<file path="config.mk">
export PLATFORM = sky130hd
export DESIGN_NAME = npu_spi_result_tx_flat
export DESIGN_NICKNAME = d
export VERILOG_FILES = /design/src/rtl/npu_spi_result_tx_if.sv /design/src/rtl/npu_spi_result_tx.sv /design/src/flat_wrapper.sv
export SDC_FILE = /design/constraint.sdc
export NUM_CORES = 1
export LEC_CHECK = 0
export ABC_AREA = 1
export CAP_MARGIN = 30
export CORE_MARGIN = 4
export CORE_UTILIZATION = 35
export DETAILED_ROUTE_END_ITERATION = 10
export PLACE_DENSITY = 0.61
export SYNTH_ARGS = -nofsm -noshare
export SYNTH_HDL_FRONTEND = slang
export SYNTH_SLANG_ARGS = --single-unit
</file>
<file path="constraint.sdc">
create_clock -name clk -period 1.55 [get_ports clk]
set_clock_uncertainty 0.05 [all_clocks]
set_input_delay 0.155 -clock clk [delete_from_list [all_inputs] [get_ports clk]]
set_output_delay 0.155 -clock clk [all_outputs]
set_load 0.005 [all_outputs]
</file>
<file path="src/rtl/npu_spi_result_tx_if.sv">
// Controller-side strobe/data plus SPI pin signals of the NPU result transmitter.
// The master drives the load strobe and SPI pins; the slave is the transmitter.
interface npu_spi_result_tx_if #(
  parameter int DATA_W = 32
);
  logic              load_to_spi;
  logic [DATA_W-1:0] neuron_data;
  logic              spi_cs_n;
  logic              spi_sclk;
  logic              spi_miso;
  logic              spi_miso_oe;
  logic              transmitted;
  logic              buf_full;
  logic              overflow;
  logic              tx_busy;

  modport master (
    output load_to_spi, neuron_data, spi_cs_n, spi_sclk,
    input  spi_miso, spi_miso_oe, transmitted, buf_full, overflow, tx_busy
  );

  modport slave (
    input  load_to_spi, neuron_data, spi_cs_n, spi_sclk,
    output spi_miso, spi_miso_oe, transmitted, buf_full, overflow, tx_busy
  );
endinterface

</file>
<file path="src/rtl/npu_spi_result_tx.sv">
// SPI mode-0 result return path: one-word hold buffer, valid-header shift register,
// with SPI pins oversampled in the clk domain.
module npu_spi_result_tx #(
  parameter int DATA_W = 32
) (
  input  logic                clk,
  input  logic                reset_b,
  npu_spi_result_tx_if.slave  bus
);
  localparam int              CNT_W    = $clog2(DATA_W + 2);
  localparam logic [CNT_W-1:0] LAST_BIT = CNT_W'(DATA_W + 1);

  typedef enum logic [1:0] {IDLE, SHIFT, DONE} state_t;
  state_t r_state, w_state_nxt;

  logic r_cs_s1, r_cs_s2, r_cs_h;
  logic r_sclk_s1, r_sclk_s2, r_sclk_h;
  logic w_cs_fall, w_cs_rise, w_sclk_rise, w_sclk_fall;

  logic [DATA_W-1:0] r_buf, r_restore;
  logic              r_buf_valid, r_frame_valid, r_overflow, r_transmitted;
  logic [DATA_W:0]   r_shreg;
  logic [CNT_W-1:0]  r_bit_cnt;

  logic w_start, w_end, w_complete, w_abort, w_take, w_restore, w_drop_frame;
  logic w_buf_busy, w_accept, w_drop_load, w_oe;

  always_ff @(posedge clk) begin
    if (reset_b) begin
      r_cs_s1   <= 1'b1;
      r_cs_s2   <= 1'b1;
      r_cs_h    <= 1'b1;
      r_sclk_s1 <= 1'b0;
      r_sclk_s2 <= 1'b0;
      r_sclk_h  <= 1'b0;
    end else begin
      r_cs_s1   <= bus.spi_cs_n;
      r_cs_s2   <= r_cs_s1;
      r_cs_h    <= r_cs_s2;
      r_sclk_s1 <= bus.spi_sclk;
      r_sclk_s2 <= r_sclk_s1;
      r_sclk_h  <= r_sclk_s2;
    end
  end

  assign w_cs_fall   =  r_cs_h   & ~r_cs_s2;
  assign w_cs_rise   = ~r_cs_h   &  r_cs_s2;
  assign w_sclk_rise = ~r_sclk_h &  r_sclk_s2;
  assign w_sclk_fall =  r_sclk_h & ~r_sclk_s2;

  assign w_start      = (r_state == IDLE) & w_cs_fall;
  assign w_end        = (r_state == SHIFT) & w_cs_rise;
  assign w_complete   = w_end & r_frame_valid & (r_bit_cnt == LAST_BIT);
  assign w_abort      = w_end & ~w_complete;
  assign w_take       = w_start & r_buf_valid;
  assign w_restore    = w_abort & r_frame_valid & ~r_buf_valid;
  assign w_drop_frame = w_abort & r_frame_valid &  r_buf_valid;

  // Buffer occupancy after this cycle's frame events; a same-cycle load sees the result.
  assign w_buf_busy  = (r_buf_valid & ~w_take) | w_restore;
  assign w_accept    = bus.load_to_spi & ~w_buf_busy;
  assign w_drop_load = bus.load_to_spi &  w_buf_busy;

  always_ff @(posedge clk) begin
    if (reset_b) r_state <= IDLE;
    else         r_state <= w_state_nxt;
  end

  always_comb begin
    w_state_nxt = r_state;
    unique case (r_state)
      IDLE:    if (w_cs_fall) w_state_nxt = SHIFT;
      SHIFT:   if (w_cs_rise) w_state_nxt = w_complete ? DONE : IDLE;
      DONE:    w_state_nxt = IDLE;
      default: w_state_nxt = IDLE;
    endcase
  end

  always_ff @(posedge clk) begin
    if (reset_b) begin
      r_buf         <= '0;
      r_restore     <= '0;
      r_buf_valid   <= 1'b0;
      r_frame_valid <= 1'b0;
      r_overflow    <= 1'b0;
      r_transmitted <= 1'b0;
      r_shreg       <= '0;
      r_bit_cnt     <= '0;
    end else begin
      if (w_accept) begin
        r_buf       <= bus.neuron_data;
        r_buf_valid <= 1'b1;
      end else if (w_restore) begin
        r_buf       <= r_restore;
        r_buf_valid <= 1'b1;
      end else if (w_take) begin
        r_buf_valid <= 1'b0;
      end

      if (w_drop_load || w_drop_frame) r_overflow <= 1'b1;

      // The restore copy lets an aborted frame hand its word back to the buffer.
      if (w_start) begin
        r_shreg       <= r_buf_valid ? {1'b1, r_buf} : '0;
        r_restore     <= r_buf;
        r_frame_valid <= r_buf_valid;
        r_bit_cnt     <= '0;
      end else if (r_state == SHIFT) begin
        if (w_sclk_rise && (r_bit_cnt != LAST_BIT)) r_bit_cnt <= r_bit_cnt + CNT_W'(1);
        if (w_sclk_fall) r_shreg <= {r_shreg[DATA_W-1:0], 1'b0};
      end

      r_transmitted <= (r_state == DONE);
    end
  end

  assign w_oe            = (r_state == SHIFT);
  assign bus.spi_miso_oe = w_oe;
  assign bus.spi_miso    = r_shreg[DATA_W] & w_oe;
  assign bus.transmitted = r_transmitted;
  assign bus.buf_full    = r_buf_valid;
  assign bus.overflow    = r_overflow;
  assign bus.tx_busy     = (r_state != IDLE);
endmodule

</file>
<file path="src/flat_wrapper.sv">
// flat-port wrapper written by rule: the top's interface ports become plain ports
module npu_spi_result_tx_flat 
#(
  parameter int DATA_W = 32
)
  (clk, reset_b, bus_load_to_spi, bus_neuron_data, bus_spi_cs_n, bus_spi_sclk, bus_spi_miso, bus_spi_miso_oe, bus_transmitted, bus_buf_full, bus_overflow, bus_tx_busy);
  npu_spi_result_tx_if #(.DATA_W(DATA_W)) bus_i ();
  input  logic clk;
  input  logic reset_b;
  input wire logic [$bits(bus_i.load_to_spi)-1:0] bus_load_to_spi;
  input wire logic [$bits(bus_i.neuron_data)-1:0] bus_neuron_data;
  input wire logic [$bits(bus_i.spi_cs_n)-1:0] bus_spi_cs_n;
  input wire logic [$bits(bus_i.spi_sclk)-1:0] bus_spi_sclk;
  output wire logic [$bits(bus_i.spi_miso)-1:0] bus_spi_miso;
  output wire logic [$bits(bus_i.spi_miso_oe)-1:0] bus_spi_miso_oe;
  output wire logic [$bits(bus_i.transmitted)-1:0] bus_transmitted;
  output wire logic [$bits(bus_i.buf_full)-1:0] bus_buf_full;
  output wire logic [$bits(bus_i.overflow)-1:0] bus_overflow;
  output wire logic [$bits(bus_i.tx_busy)-1:0] bus_tx_busy;
  assign bus_i.load_to_spi = bus_load_to_spi;
  assign bus_i.neuron_data = bus_neuron_data;
  assign bus_i.spi_cs_n = bus_spi_cs_n;
  assign bus_i.spi_sclk = bus_spi_sclk;
  assign bus_spi_miso = bus_i.spi_miso;
  assign bus_spi_miso_oe = bus_i.spi_miso_oe;
  assign bus_transmitted = bus_i.transmitted;
  assign bus_buf_full = bus_i.buf_full;
  assign bus_overflow = bus_i.overflow;
  assign bus_tx_busy = bus_i.tx_busy;
  npu_spi_result_tx #(.DATA_W(DATA_W)) u_core (.clk(clk), .reset_b(reset_b), .bus(bus_i));
endmodule
</file>
# After elaboration in Yosys (flattened, before gate mapping)
# Index checks and enable logic that the tools add are counted.
# word_totals
regBits	115
out_inout_bits	6
wordCells	73
# op_classes
n_addsub	1
n_eq_ne	6
n_mux	13
bitwise_logic	26
reduce_logical	12
# op_table
operator	count
$mux W33	4
$mux W32	2
$and A1 B1 Y1	17
$not A1 Y1	8
$reduce_bool A2 Y1	4
$add A6 B1 Y6 const B	1
$eq A6 B6 Y1 const B	1
$mux W2	3
$ne A6 B6 Y1 const B	1
$reduce_and A2 Y1	3
$ne A2 B1 Y1 const B	2
$pmux W2 S2	1
$mux W1	3
$reduce_bool A3 Y1	1
$eq A2 B1 Y1 const B	1
$eq A2 B2 Y1 const B	1
$logic_not A2 Y1	1
$reduce_or A2 Y1	1
$logic_and A1 B1 Y1	1
$logic_or A1 B1 Y1	1
$or A1 B1 Y1	1

# Longest topological paths before layout
# logic_depth
depth_word	13
ltp_mapped	10

# Worst setup path before layout
# OpenSTA, ideal clock, no wires.
# synth_path
path_type	register -> register
startpoint	reg u_core.r_bit_cnt[1]
endpoint	reg u_core.r_buf[10]
setup_ns	0.128
t_arrival_ns	1.325
required_time_ns	1.372
setup_slack_ns	0.047
path_stages_with_launch	10
cell_sequence	dfxtp_1 -> inv_1 -> ha_1 -> nand3_1 -> nand3_4 -> o21ai_2 -> buf_4 -> nor2_1 -> nor2_1 -> nor2_1
# synth_via
elab_chain_cells	10
elab_cells_between_ends	11
classes_between	1 x eq/ne; 1 x mux; 8 x bitwise; 1 x reduce/logical
# synth_lines
element	line	source
start: declaration	npu_spi_result_tx.sv:23	logic [CNT_W-1:0] r_bit_cnt;
start signal: assignment	npu_spi_result_tx.sv:109	if (w_sclk_rise && (r_bit_cnt != LAST_BIT)) r_bit_cnt <= r_bit_cnt + CNT_W'(1);
$eq A6 B6 Y1 *	npu_spi_result_tx.sv:53	assign w_complete = w_end & r_frame_valid & (r_bit_cnt == LAST_BIT);
$and A1 B1 Y1 *	npu_spi_result_tx.sv:53	
$not A1 Y1 *	npu_spi_result_tx.sv:54	assign w_abort = w_end & ~w_complete;
$and A1 B1 Y1 *	npu_spi_result_tx.sv:54	
$and A1 B1 Y1 * (2 in series)	npu_spi_result_tx.sv:56	assign w_restore = w_abort & r_frame_valid & ~r_buf_valid;
$or A1 B1 Y1	npu_spi_result_tx.sv:60	assign w_buf_busy = (r_buf_valid & ~w_take) | w_restore;
$not A1 Y1	npu_spi_result_tx.sv:61	assign w_accept = bus.load_to_spi & ~w_buf_busy;
$and A1 B1 Y1	npu_spi_result_tx.sv:61	
$mux W32 or $reduce_bool A2 Y1 (tied branches)	-	
end signal: assignment	npu_spi_result_tx.sv:91	r_buf <= bus.neuron_data;
end signal: assignment	npu_spi_result_tx.sv:94	r_buf <= r_restore;
end: declaration	npu_spi_result_tx.sv:20	logic [DATA_W-1:0] r_buf, r_restore;
# Every way passes the cells marked *; elsewhere a longest branch is shown, timed or not.
# A chain may end at the register's enable or synchronous reset.

# Worst setup path in the final report
# layout_path
startpoint	reg u_core.r_state[1]
endpoint	reg u_core.r_buf[10]
# layout_via
elab_chain_cells	12
elab_cells_between_ends	18
classes_between	1 x eq/ne; 1 x mux; 14 x bitwise; 2 x reduce/logical
# layout_lines
element	line	source
start: declaration	npu_spi_result_tx.sv:14	state_t r_state, w_state_nxt;
start signal: assignment	npu_spi_result_tx.sv:66	else r_state <= w_state_nxt;
$eq A2 B1 Y1	npu_spi_result_tx.sv:52	assign w_end = (r_state == SHIFT) & w_cs_rise;
$and A1 B1 Y1	npu_spi_result_tx.sv:52	
$and A1 B1 Y1 (2 in series)	npu_spi_result_tx.sv:53	
$not A1 Y1	npu_spi_result_tx.sv:54	
$and A1 B1 Y1	npu_spi_result_tx.sv:54	
$and A1 B1 Y1 (2 in series)	npu_spi_result_tx.sv:56	
$or A1 B1 Y1	npu_spi_result_tx.sv:60	
$not A1 Y1	npu_spi_result_tx.sv:61	
$and A1 B1 Y1	npu_spi_result_tx.sv:61	
$mux W32 or $reduce_bool A2 Y1 (tied branches)	-	
# Parallel ways exist; a longest one is shown, timed or not.

==> flow_summary.toml <==
[status]
run_status = "finished, violations left"
violations = "negative setup slack"

[die]
num_rows = 42
start_util = 0.360
coreArea_um2 = 13400
die-area_um2 = 15700
ios = 43
dieHeight_um = 125
fp.dieW_um = 125

[flow_run]
max_cap_viol_count = 0

[hold_path]
hold_path_depth = 3
min_path_type = "input pin to flip-flop"

[clock_network]
root_buffer = "clkbuf_16"
cts_sinks = 115
cts-htree-levels = 4
clock_path_buffers = 2
clk_pin_slew_ps = 50
cts_made_buffers = 17
cts_tree = "built"
clkLatencyLatePin_ps = 400
hold_buffers = 0

[pwr]
ir_worst_vdd_mv = 0.789
leakagePower_nw = 2.67
total_power_mw = 8.19
power_density_nw_per_um2 = 1250

[setup_path]
start_kind = "flip-flop"
worstPathArrival_ps = 1850
crit_path_end_kind = "flip-flop"
r2r_cells = 11
path_class = "flip-flop to flip-flop"
required_ps = 1790
cp_max_fo = 6

[logic_synthesis]
ys_types = 31
synth_top_area_share = 0.477
syn_avg_cell_area_um2 = 7.25
synth_top_family_by_area = "simple AND/OR/NAND/NOR gates"
synthSimpleGateAreaFrac = 0.239
synth_compound_area_frac = 0.182
synth-seq-cells = 115
synth_fa_ha_area_frac = 0.00518
ys_top_cells_by_area = "dfxtp_1, a21oi_1, nand2_1, nor2_1, o21ai_0"
synth_area_leader_cell = "dfxtp_1"
synth_cells = 666
ys_warn_count = 0
synth_mux_area_frac = 0
yosysSeqAreaShare = 0.477
synth-xor-area-share = 0.00363
synth_nets = 705
synth_area_um2 = 4830

[routing]
wire_per_inst_um = 14.8
drt.antenna.violating_nets = 0
num_vias = 4593
route.detailed.vias_per_inst = 5.05
top_layer = "met4"
met3_wirelength_um = 597
drt_iter0_markers = 377
routed_wl_um = 13500
drc = 0
wl_met2_um = 6380
wl_met1_um = 6290
drt_pass1_iterations = 5

[finish]
drive_above_1_share = 0.149
antenna_cells = 0
syn_to_final_growth_pct = 35.5
nNetsFinal = 761
finish.utilization = 0.489
fillers = 1229

[sta]
final_max_slew_viol_count = 0
fmax_mhz = 621
setup_tns_ps = -897
fin_crit_sh = 1.04
period_needed_ps = 1610
finalSetupViolations = 30
layout_setup_ws_ps = -60.1
relSlewSlack = 0.725
worst-slew-pin-transition_ps = 413
rsz0062_at_grt = "true"
hold_viol = 0

[place]
routabilityCongestion = 0.754
pre_cts_slack_ps = -19.2
dp_hpwl_um = 7460
portBuffers = 42

[global_routing]
track_usage = 0.156
grt_pass1_vias = 4340
antenna_found_initial = 0
grt-ovfl-total = 0
grt_pass1_wl_um = 20400
grt_start_max_net_pins = 49
-- worst max-delay path, cell delays in order (launching register included) --
cell and delay, ps:
dfxtp_2 330, inv_2 70, nand2_4 60, buf_6 130
nor2_4 140, nand3_4 130, o21ai_4 90, buf_12 150
clkbuf_16 160, nor2_1 40, nor2_1 90, nor2_1 50
-- metrics by stage --
step           std cells  hold slack (ps)  instance area, um2
6_report             910              223                6550
5_1_grt              910              259                6550
4_1_cts              896              219                6210
3_5_place_dp         863              353                5530
3_3_place_gp         863              348                5530
2_1_floorplan        666              209                4830
-- layout make-up --
class	instances	area [um2]	area share
Clock inverter	10	179	0.0273
Inverter	57	214	0.0327
Tap cell	176	220	0.0336
Multi-Input combinational cell	447	2170	0.331
Timing Repair Buffer	84	990	0.151
Clock buffer	21	470	0.0719
Sequential cell	115	2310	0.352
-- synth_stat cells --
cell type / count
nor2_1: 106
nor3b_1: 1
nand2_1: 112
nor2_2: 1
dfxtp_1: 115
a211oi_1: 2
nand3_4: 1
o21ai_1: 1
clkbuf_1: 17
inv_2: 4
or2_1: 1
nor4_1: 1
o21bai_1: 1
buf_4: 4
o21ai_2: 2
nand2_2: 2
ha_1: 2
buf_6: 3
nand4_1: 34
inv_1: 53
or2_2: 2
buf_1: 5
xnor2_1: 1
nand3_1: 6
o21ai_0: 65
nor3_1: 3
buf_2: 18
xor2_1: 1
a21oi_1: 99
nor2_4: 1
a31oi_1: 2
-- final timing paths --
path / from / to / slack [ps]
worst min-delay path: bus_spi_sclk / u_core.r_sclk_s1$_SDFF_PP0_ / 220
worst max-delay path: u_core.r_state[1]$_SDFFE_PP0P_ / u_core.r_buf[10]$_SDFFE_PP0P_ / -60
worst min register to register: u_core.r_sclk_s1$_SDFF_PP0_ / u_core.r_sclk_s2$_SDFF_PP0_ / 360
worst max register to register: u_core.r_state[1]$_SDFFE_PP0P_ / u_core.r_buf[10]$_SDFFE_PP0P_ / -60
-- sequential cells by signal, summed over array words and instances, names as in the netlist, 2 cells and up --
name and cells:
u_core.r_bit_cnt 6, u_core.r_state 2, u_core.r_buf 32, u_core.r_restore 32, u_core.r_shreg 33
-- timing repair --
action	4_1_cts	5_1_grt
gates resized for setup	8	32
endpoints found under the hold margin	0	0
gates cloned	0	8
setup buffers	2	6
pin swaps	2	43
setup endpoints to repair	3	81
-- cells by family after synthesis --
kind of cell    count (synthesis)
simple gates                  271
compound gates                172
flops                         115
buf+inv                       104
xor+xnor                        2
fa+ha+maj                       2
-- where the power goes --
part / internal (mW) / switching (mW)
Combinational: 0.334 / 0.398
Clock: 2.96 / 1.31
Sequential: 3.11 / 0.0787
Total: 6.41 / 1.79
-- metal layers --
metal	global-route usage	up-vias
li1	-	2301
met1	0.198	2150
met2	0.260	119
met3	0.0405	23
met4	0.0523	0
met5	0	-
-- cells in the final DEF (no fill, tap or decap), types with 3 or more instances in the layout --
| cell type | netlist | final |
|---|---|---|
| inv_1 | 53 | 52 |
| nor2_4 | 1 | 3 |
| clkdlybuf4s50_1 | 0 | 39 |
| nand2_1 | 112 | 110 |
| dfxtp_1 | 115 | 111 |
| buf_4 | 4 | 19 |
| a21oi_1 | 99 | 94 |
| bufinv_16 | 0 | 5 |
| nor2_2 | 1 | 7 |
| dfxtp_2 | 0 | 4 |
| clkbuf_16 | 0 | 23 |
| buf_12 | 0 | 10 |
| a21oi_2 | 0 | 5 |
| nand2_2 | 2 | 3 |
| inv_2 | 4 | 5 |
| clkinv_2 | 0 | 4 |
| clkbuf_8 | 0 | 3 |
| buf_6 | 3 | 6 |
| nor2_1 | 106 | 98 |
| nand4_1 | 34 | 34 |
| o21ai_0 | 65 | 65 |
| nand3_1 | 6 | 5 |
Power figures use the tool's default switching activity.
